## src/rtl/risc6_pkg.sv

```systemverilog
// Shared definitions for the risc6 front end: opcode encodings, opcode field
// position, default fetch geometry and the fetch FSM state type.
package risc6_pkg;

    localparam int DEF_ADDR_W = 8;
    localparam int DEF_DEPTH  = 4;

    localparam int OPC_HI = 31;
    localparam int OPC_LO = 26;

    localparam logic [5:0] OPC_JMP = 6'b000110;
    localparam logic [5:0] OPC_HLT = 6'b111111;

    typedef enum logic [1:0] {
        ST_IDLE   = 2'd0,
        ST_WAIT   = 2'd1,
        ST_HALTED = 2'd2
    } fetch_state_e;

    function automatic logic [5:0] opcode_of(input logic [31:0] word);
        return word[OPC_HI:OPC_LO];
    endfunction

endpackage

```

## src/rtl/risc6_fetch_fifo.sv

```systemverilog
// Prefetch FIFO: power-of-two depth ring buffer with synchronous flush.
// The head word is presented combinationally and reads as zero when empty.
module risc6_fetch_fifo #(
    parameter int DEPTH = 4,
    parameter int WIDTH = 32
) (
    input  logic                     clk,
    input  logic                     rst_n,
    input  logic                     push,
    input  logic [WIDTH-1:0]         din,
    input  logic                     pop,
    input  logic                     flush,
    output logic [WIDTH-1:0]         dout,
    output logic [$clog2(DEPTH):0]   count,
    output logic                     full,
    output logic                     empty
);

    localparam int PTR_W = $clog2(DEPTH);
    localparam int CNT_W = PTR_W + 1;

    logic [WIDTH-1:0] mem [DEPTH];
    logic [PTR_W-1:0] wr_ptr;
    logic [PTR_W-1:0] rd_ptr;
    logic             do_push;
    logic             do_pop;

    assign empty   = (count == '0);
    assign full    = (count == CNT_W'(DEPTH));
    assign do_push = push && !full;
    assign do_pop  = pop && !empty;
    assign dout    = empty ? '0 : mem[rd_ptr];

    // Pointers wrap naturally because DEPTH is a power of two.
    always_ff @(posedge clk or negedge rst_n) begin
        if (!rst_n) begin
            wr_ptr <= '0;
            rd_ptr <= '0;
            count  <= '0;
        end else if (flush) begin
            wr_ptr <= '0;
            rd_ptr <= '0;
            count  <= '0;
        end else begin
            if (do_push) wr_ptr <= wr_ptr + PTR_W'(1);
            if (do_pop)  rd_ptr <= rd_ptr + PTR_W'(1);
            case ({do_push, do_pop})
                2'b10:   count <= count + CNT_W'(1);
                2'b01:   count <= count - CNT_W'(1);
                default: count <= count;
            endcase
        end
    end

    always_ff @(posedge clk) begin
        if (do_push && !flush) mem[wr_ptr] <= din;
    end

endmodule

```

## src/rtl/risc6_fetch.sv

```systemverilog
// risc6 instruction fetch unit: one outstanding memory request feeding a prefetch
// FIFO, with HLT stop and flush restart. Define RISC6_FETCH_PREDECODE_EN to follow JMP words.
module risc6_fetch
    import risc6_pkg::*;
#(
    parameter int DEPTH  = DEF_DEPTH,
    parameter int ADDR_W = DEF_ADDR_W
) (
    input  logic                   clk,
    input  logic                   rst_n,
    output logic                   mem_req,
    output logic [ADDR_W-1:0]      mem_addr,
    input  logic                   mem_ack,
    input  logic [31:0]            mem_rdata,
    output logic [31:0]            instr,
    output logic                   instr_valid,
    input  logic                   instr_ready,
    input  logic                   flush,
    input  logic [ADDR_W-1:0]      flush_addr,
    output logic                   halted,
    output logic [1:0]             dbg_state,
    output logic [$clog2(DEPTH):0] dbg_count
);

    fetch_state_e                state;
    logic [ADDR_W-1:0]           fetch_pc;
    logic [ADDR_W-1:0]           next_pc;
    logic                        discard;
    logic                        push;
    logic                        pop;
    logic                        fifo_full;
    logic                        fifo_empty;
    logic [$clog2(DEPTH):0]      fifo_count;
    logic [5:0]                  ack_opc;

    assign ack_opc     = opcode_of(mem_rdata);
    assign push        = (state == ST_WAIT) && mem_ack && !discard && !flush;
    assign pop         = instr_valid && instr_ready;
    assign instr_valid = !fifo_empty;
    assign dbg_state   = state;
    assign dbg_count   = fifo_count;

    always_comb begin
        next_pc = fetch_pc + ADDR_W'(1);
`ifdef RISC6_FETCH_PREDECODE_EN
        if (ack_opc == OPC_JMP) next_pc = mem_rdata[ADDR_W-1:0];
`endif
    end

    // discard marks the in-flight response as stale after a flush taken in WAIT.
    always_ff @(posedge clk or negedge rst_n) begin
        if (!rst_n) begin
            state    <= ST_IDLE;
            mem_req  <= 1'b0;
            mem_addr <= '0;
            fetch_pc <= '0;
            discard  <= 1'b0;
            halted   <= 1'b0;
        end else begin
            case (state)
                ST_IDLE: begin
                    if (flush) begin
                        fetch_pc <= flush_addr;
                    end else if (!fifo_full) begin
                        state    <= ST_WAIT;
                        mem_req  <= 1'b1;
                        mem_addr <= fetch_pc;
                    end
                end
                ST_WAIT: begin
                    if (mem_ack) begin
                        mem_req <= 1'b0;
                        discard <= 1'b0;
                        if (flush || discard) begin
                            state <= ST_IDLE;
                            if (flush) fetch_pc <= flush_addr;
                        end else begin
                            fetch_pc <= next_pc;
                            if (ack_opc == OPC_HLT) begin
                                state  <= ST_HALTED;
                                halted <= 1'b1;
                            end else begin
                                state <= ST_IDLE;
                            end
                        end
                    end else if (flush) begin
                        discard  <= 1'b1;
                        fetch_pc <= flush_addr;
                    end
                end
                ST_HALTED: begin
                    if (flush) begin
                        state    <= ST_IDLE;
                        halted   <= 1'b0;
                        fetch_pc <= flush_addr;
                    end
                end
                default: state <= ST_IDLE;
            endcase
        end
    end

    risc6_fetch_fifo #(
        .DEPTH (DEPTH),
        .WIDTH (32)
    ) u_fifo (
        .clk   (clk),
        .rst_n (rst_n),
        .push  (push),
        .din   (mem_rdata),
        .pop   (pop),
        .flush (flush),
        .dout  (instr),
        .count (fifo_count),
        .full  (fifo_full),
        .empty (fifo_empty)
    );

endmodule

```

## config.mk

```make
export PLATFORM = sky130hd
export DESIGN_NAME = risc6_fetch
export DESIGN_NICKNAME = d
export VERILOG_FILES = /design/src/rtl/risc6_pkg.sv /design/src/rtl/risc6_fetch_fifo.sv /design/src/rtl/risc6_fetch.sv
export SDC_FILE = /design/constraint.sdc
export NUM_CORES = 1
export LEC_CHECK = 0
export CELL_PAD_IN_SITES_DETAIL_PLACEMENT = 0
export CELL_PAD_IN_SITES_GLOBAL_PLACEMENT = 1
export CORE_MARGIN = 2
export CORE_UTILIZATION = 60
export CTS_BUF_LIST = sky130_fd_sc_hd__clkbuf_4
export DETAILED_ROUTE_END_ITERATION = 16
export DONT_BUFFER_PORTS = 1
export PLACE_DENSITY_LB_ADDON = 0.25
export SYNTH_ARGS = -nofsm -noshare
export SYNTH_HDL_FRONTEND = slang
export SYNTH_SLANG_ARGS = --single-unit
```

## constraint.sdc

```tcl
create_clock -name clk -period 4.6 [get_ports clk]
set_clock_uncertainty 0.2 [all_clocks]
set_input_delay 0.92 -clock clk [delete_from_list [all_inputs] [get_ports clk]]
set_output_delay 0.92 -clock clk [all_outputs]
set_load 0.02 [all_outputs]
```

Word-level counts from Yosys, hierarchy flattened
Memory sizes are Yosys's and may differ from the RTL's.
Cells that the tools add are included.
Widths: inputs -> output; s select.
Storage, ports and cells
  register bits: 28
  bits in latches: 0
  bits in writable memories: 128
  memory bits (read-only): 0
  input bits: 45
  output and inout port bits: 48
  logic and storage cells: 87
  memories: 1
Memories
  u_fifo.mem: depth 4, width 32, read ports 1, clocked after memory_dff 0, write ports 1, RTL line risc6_fetch_fifo.sv:22  | logic [WIDTH-1:0] mem [DEPTH];
Cells by class
  add/subtract/negate cells: 5
  multipliers: 0
  div/mod/pow operators: 0
  $lt $le $gt $ge: 0
  equality and inequality tests: 12
  shift operators: 0
  multiplexer cells: 31
  bitwise operators: 2
  reduce and logical (&&, ||, !) cells: 27
Operators with widths (count)
  $mux 32: 1
  $mux 8: 3
  $mux 2: 10
  $pmux 8 s2: 1
  $reduce_bool 2->1: 6
  $mux 1: 11
  $ne 2x2->1 const B: 5
  $add 8x1->8 const B: 1
  $reduce_and 4->1: 2
  $logic_and 1x1->1: 7
  $eq 6x6->1 const B: 1
  $pmux 2 s3: 1
  $pmux 3 s2: 1
  $reduce_and 5->1: 1
  $add 2x1->2 const B: 2
  $eq 2x1->1 const B: 2
  $eq 2x2->1 const B: 2
  $logic_not 1->1: 4
  $pmux 1 s2: 2
  $add 3x1->3 const B: 1
  $eq 3x3->1 const B: 1
  $logic_not 3->1: 1
  $mux 3: 1
  $reduce_and 3->1: 1
  8 further kinds: 9

Logic depth before layout (Yosys ltp)
  depth in word-level cells: 8
  depth in mapped cells: 10
  depth with buffers taken out: 8

Cells and area by module
A second synthesis with hierarchy kept.
Unflattened totals
  cells, all modules: 374
  area total of the unflattened synthesis: 6513.7 um^2
By module, submodules not included
  risc6_fetch_fifo: instances 1, cells an instance 268, area an instance 5427.7 um^2, seq. area each 4018.9 um^2
  risc6_fetch: instances 1, cells an instance 106, area an instance 1086.0 um^2, seq. area each 525.5 um^2

Worst setup path after synthesis
OpenSTA, ideal clock, no wires.
  kind: input-to-reg
  start: input port mem_ack
  end: memory u_fifo.mem[0][0], enable pin
  setup time: 0.392 ns
  data arrival time: 2.278 ns
  data required time: 4.008 ns
  path slack: 1.730 ns
  stages on the path: 3
  path buffers: 0
  path through: nand3b_1 nor4_4 and2_1
Between the ends
  longest elaborated chain between the ends: 7
Ends and longest elaborated chain
  start, declared: RTL line risc6_fetch.sv:13  | input logic mem_ack,
  $logic_and 1x1->1 (3 in a row): RTL line risc6_fetch.sv:37  | assign push = (state == ST_WAIT) && mem_ack && !discard && !flush;
  $logic_and 1x1->1: RTL line risc6_fetch_fifo.sv:30  | assign do_push = push && !full;
  $logic_and 1x1->1: RTL line risc6_fetch_fifo.sv:56  | if (do_push && !flush) mem[wr_ptr] <= din;
  $mux 1: RTL line risc6_fetch_fifo.sv:56
  $mux 1 (implied by the code): RTL line risc6_fetch_fifo.sv:56
  end, declared: RTL line risc6_fetch_fifo.sv:22
No other way between the ends.

Worst setup path after layout
  start: register u_fifo.rd_ptr[0]
  end: output port instr[21]
Between the ends
  longest elaborated chain between the ends: 2
Ends and longest elaborated chain
  start, declared: RTL line risc6_fetch_fifo.sv:24  | logic [PTR_W-1:0] rd_ptr;
  start signal, assigned: RTL line risc6_fetch_fifo.sv:46  | if (do_pop) rd_ptr <= rd_ptr + PTR_W'(1);
  $mem_v2 4x32
  $mux 32: RTL line risc6_fetch_fifo.sv:32  | assign dout = empty ? '0 : mem[rd_ptr];
  end, declared: RTL line risc6_fetch.sv:15  | output logic [31:0] instr,
No other way between the ends.

==> metrics.yaml <==
hold_path_class: "primary input to register"
antenna_found_initial: 1
cellLeakagePower_nw: 2.29
cp_data_required_time_ns: 3.48
core_sq_um: 10400
clock-sinks: 156
cts_tree: "built"
clk_latency_ns: 0.51
drc: 0
synthCells: 367
ys.flop_type: "edfxtp_1"
hpwl_mm: 7.37
synth_seq_cells: 156
grt_pass1_vias: 3378
synth_edf_count: 128
finalNetCount: 423
outcome: "completed"
gp_congestion: 0.821
vdd_drop_max_uv: 254
drt_iter0_drc: 212
start_util: 0.624
wire_per_inst_um: 21.9
routed_wl_mm: 11.4
synth-async-reset-ratio: 0.179
endpoint_kind: "primary output"
r2r_setup_slack_ns: 1.40
final_cell_area_sq_um: 6900
fin_crit_ns: 3.73
yosysTopAreaCellShare: 0.591
clkTransAtPathRegs_ns: 0.12
rows: 37
max_slew_margin: 0.423
yosys_warnings: 0
synthDistinctLibCells: 55
syn_to_final_growth_pct: 6.12
io_pins: 93
cts_buffers: 17
crit_type: "register to primary output"
rsz0062_at_grt: "no"
antenna_left: 0
seq_area_frac_synth: 0.699
die_y_um: 108
period_share: 0.810
grt_usage: 0.212
grt_pass1_wl_mm: 18.2
tightest_slew_ns: 0.865
root_buffer: "clkbuf_4"
avgSynthCellArea_sq_um: 17.7
cts_buffer_depth: 2
power_density_nw_per_um2: 492
grt_overflow: 0
hold_viol: 0
crit_arrival_ns: 2.61
netlist_area_sq_um: 6500
synthTopCellsByArea: "edfxtp_1 59%, mux4_2 11%, dfrtp_1 11%"
synth_compound_area_frac: 0.0443
max_cap_viol_count: 0
via_per_inst: 6.22
synth_xor_area_frac: 0.00674
finalSetupViolations: 0
synthSimpleGateAreaFrac: 0.0897
cp_max_fo: 26
drt-pass1-iter-count: 5
synth_fa_ha_area_frac: 0.0127
placed_cell_area_sq_um: 6600
die_x_um: 108
muxShareOfSynthArea: 0.131
cts.hold.buffers_added: 2
drive_above_1_share: 0.221
port_buffers: 0
start_kind: "register"
fmax_ghz: 0.268
post_cts_buffers: 0
syn_nets: 418
ff2ff_path_depth: 9
slew_viol_final: 0
setup-tns-final_ns: 0
cts.repair.resized: 0
synth_top_family_by_area: "multiplexers"
cts_max_level: 4
vias: 3240
holdPathStages: 1
yosys.area.top_type: "edfxtp_1"
dieArea_sq_um: 11700
grt_max_degree: 33
[stage by stage]
step,std cells,total power [W],setup WS (ns),hold slack [ns],utilization
2_1_floorplan,367,0.00253,1.73,0.291,-
3_3_place_gp,487,0.00264,1.41,0.331,0.634
3_5_place_dp,487,0.00267,1.35,0.346,0.634
4_1_cts,520,0.00343,0.736,0.197,0.662
5_1_grt,521,0.00356,0.641,0.189,0.662
6_report,521,0.00339,0.874,0.250,0.662
[area by class of cell]
type                       instances  area (sq um)
antenna                            1          2.50
clock buffer                      18           135
clock inverter                    13           126
fill                             708          3520
inverter                           3          11.3
multi-input combinational        189          1850
sequential                       156          4550
tap                              136           170
timing repair buffer               5          52.6
[cell families (layout without fill, tap and decap cells)]
group,Yosys count,count (layout)
AO/OA/AOI/OAI,43,43
multiplexers,41,41
flip-flops,156,156
XOR/XNOR,5,5
AND/OR/NAND/NOR,94,94
other,0,1
buffers and inverters,22,39
adder cells (fa/ha/maj),6,6
[report_power, final]
part           total [W]  internal, W  leakage, nW  switching, W
clock           0.000769     0.000319        0.137      0.000450
sequential       0.00184      0.00162         1.50      0.000210
combinational   0.000788     0.000347        0.659      0.000441
[per-layer routing]
layer,track usage,vias to the layer above,part of all wire
met5,0,-,0
met4,0.0687,0,0.0093
met3,0.0711,9,0.065
met2,0.329,102,0.50
met1,0.287,1665,0.42
li1,-,1464,-
[cells in the mapped netlist (4+ instances only)]
cell type,count
a21oi_1,11
a31oi_1,4
and2_1,37
and3_1,4
buf_2,7
clkbuf_1,9
dfrtp_1,28
edfxtp_1,128
ha_1,5
mux2_4,8
mux4_2,32
nand2_1,16
nand2b_1,4
nor2_1,8
o21ai_0,5
[state kept, by name, indices dropped and copies added (netlist names)]
name and flops:
u_fifo.rd_ptr 2, u_fifo.count 3, dbg_state 2, halted 1, u_fifo.mem 128, mem_req 1, discard 1, u_fifo.wr_ptr 2
fetch_pc 8, mem_addr 8
[path summary, 6_finish.rpt]
check	from	to
worst max-delay path	u_fifo.rd_ptr[0]	instr[21]
worst min-delay path	flush	u_fifo.count[2]
worst max register to register	u_fifo.count[1]	u_fifo.count[1]
worst min register to register	fetch_pc[7]	fetch_pc[7]
max in group asynchronous	rst_n	u_fifo.rd_ptr[0]
min in group asynchronous	rst_n	fetch_pc[3]
[critical path, stage by stage, from the launching register on]
cell	delay, ns
dfrtp_2	0.95
buf_4	0.35
mux4_2	0.53
and2_1	0.24
[cell usage in the layout, fill, tap and decap left out, drive strengths merged, types with 5 or more instances in the layout]
cell type and count:
a21oi 11, nand2 17, nor2 8, and2 37, mux2 8, edfxtp 128, nor3b 5, dfrtp 28
o21ai 6, ha 5, clkinv 7, mux4 32, clkbuf 18
Power figures use the tool's default switching activity.
==> RTL change, RTL diff (same flow settings) <==
Add a define of `RISC6_FETCH_PREDECODE_EN`.
--- a/src/rtl/risc6_fetch.sv
+++ b/src/rtl/risc6_fetch.sv
@@ -1,5 +1,7 @@
 // risc6 instruction fetch unit: one outstanding memory request feeding a prefetch
 // FIFO, with HLT stop and flush restart. Define RISC6_FETCH_PREDECODE_EN to follow JMP words.
+`define RISC6_FETCH_PREDECODE_EN
+
 module risc6_fetch
     import risc6_pkg::*;
 #(
Behaviour: not the same (a bounded check fails within 4 cycles, from zero or initial values and one cycle with rst_n low).
==> RTL change against the unedited design <==
Critical path depth stayed put; sequential cell count did not move; routed wire length increased by 3.4%; register-to-register slack improved by 30 ps; area after synthesis shrank 0.25%; total power fell by 8.2%; count of clock-buffer cells in the layout rose by 2; setup slack improved by 210 ps; die area down 0.25%; combinational power fell by 46%; design area rose by 1.2%; final cell count increased by 0.96%; largest cell class unchanged.
==> RTL change: results (changes against the unedited design) <==
status:
  status: "completed"  # unchanged
layout:
  fin_nets: 428  # was 423
  n_fill_cell: 716  # was 708
  layout-drive-gt1-share: 0.223  # was 0.221
  antenna_cells: 0  # was 1
  reg.largest.list: "u_fifo.mem (128), fetch_pc (8), mem_addr (8)"  # unchanged
synthesis:
  yosys-top-cells-count: "edfxtp_1 (128), and2_1 (36), mux4_2 (32)"  # was edfxtp_1 (128), and2_1 (37), mux4_2 (32)
  synth_mux_area_frac: 0.131  # about the same
  synth_edf_count: 128  # unchanged
  synthTopCellsByArea: "edfxtp_1 (59%), mux4_2 (11%), dfrtp_1 (11%), and2_1 (3.5%), mux2_2 (1.6%)"  # was edfxtp_1 (59%), mux4_2 (11%), dfrtp_1 (11%), and2_1 (3.6%), mux2_4 (1.8%)
  synthXorXnorAreaFrac: 0.00946  # was 0.00674
  synth_fp_nets: 422  # was 418
  synth_compound_area_frac: 0.0508  # was 0.0443
  yosys.area_share.adder: 0.0127  # about the same
  synth_cell_types: 50  # was 55
  seq_area_frac_synth: 0.701  # was 0.699
hold_path:
  min_to: "u_fifo.count[1]"  # was u_fifo.count[2]
  hold_path_class: "primary input to register"  # unchanged
global_routing:
  grt_start_max_net_pins: 36  # was 33
  grtUsageTotal: 0.219  # was 0.212
  grt_antenna_before_repair: 0  # was 1
  grt_first_pass_wirelength_mm: 18.5  # was 18.2 mm
  grt_pass1_vias: 3505  # was 3378
drt:
  first_pass_iters: 5  # unchanged
  totalWireLength_mm: 11.8  # was 11.4 mm
  vias: 3267  # was 3240
  first_iter_violations: 227  # was 212
place:
  post-place-ws_ps: 1210  # was 1350 ps
  hpwlAfterDp_mm: 7.40  # was 7.37 mm
  place.gp.congestion: 0.820  # was 0.821
critical_path:
  r2r_start: "dbg_state[0]"  # was u_fifo.count[1]
  r2r_cells: 7  # was 9
  r2r_end: "u_fifo.count[2]"  # was u_fifo.count[1]
  reg2reg_setup_slack_ps: 1430  # was 1400 ps
  critical_path_arrival_ps: 2390  # was 2610 ps
pwr:
  cellLeakagePower_nw: 2.28  # was 2.29 nW
timing:
  tightest_slew_ps: 897  # was 865 ps
RTL change: cell count changes in the layout (fill, tap and decap cells not counted), sizes merged, moves of 5 or more:
cell   unedited run  this run
inv               4         9
o21ai             6        14
a22oi             0         7
nand2            17         5
nand3             3         8
a21oi            11         5
RTL change: worst max-delay path by stage:
stage	startpoint	endpoint	slack, ps	depth (start not counted)
floorplan	flush	u_fifo.mem[0][0]	1540	3
global placement	flush	u_fifo.count[2]	1440	7
detailed placement	flush	u_fifo.count[2]	1210	7
CTS	u_fifo.rd_ptr[0]	instr[6]	990	3
global route	u_fifo.rd_ptr[0]	instr[17]	880	3
finish	u_fifo.rd_ptr[0]	instr[4]	1090	3
RTL change: through the flow:
stage	cells	area, um^2	hold WS (ps)	utilization	power [mW]
after floorplan	371	6480	312	-	2.10
after global placement	492	6610	325	0.634	2.18
after detailed placement	492	6610	336	0.634	2.19
after CTS	526	6980	205	0.670	3.14
after global routing	526	6980	193	0.670	3.24
final	526	6980	247	0.670	3.12
RTL change: critical path, stage by stage (launching register included):
cell and delay, ps:
dfrtp_2 730, buf_4 360, mux4_2 550, and2_1 240
RTL change: area by class of cell:
| class | instances | area, um^2 | area share |
|---|---|---|---|
| well taps | 136 | 170 | 0.0244 |
| inverters | 9 | 33.8 | 0.00484 |
| clock inverters | 12 | 195 | 0.0280 |
| flip-flops and latches | 156 | 4550 | 0.651 |
| repair buffers | 7 | 67.6 | 0.00968 |
| clock buffers | 20 | 150 | 0.0215 |
| multi-input cells | 186 | 1820 | 0.260 |
RTL change: per-layer routing:
metal  track usage  routed length (um)
met1         0.258                4750
met2         0.376                6080
met3        0.0766                 860
met4        0.0778                 133
met5             0                   0
RTL change: power by group:
group	total, mW	switching [mW]	internal, mW
Combinational	0.427	0.239	0.187
Sequential	1.74	0.133	1.60
Clock	0.954	0.452	0.502
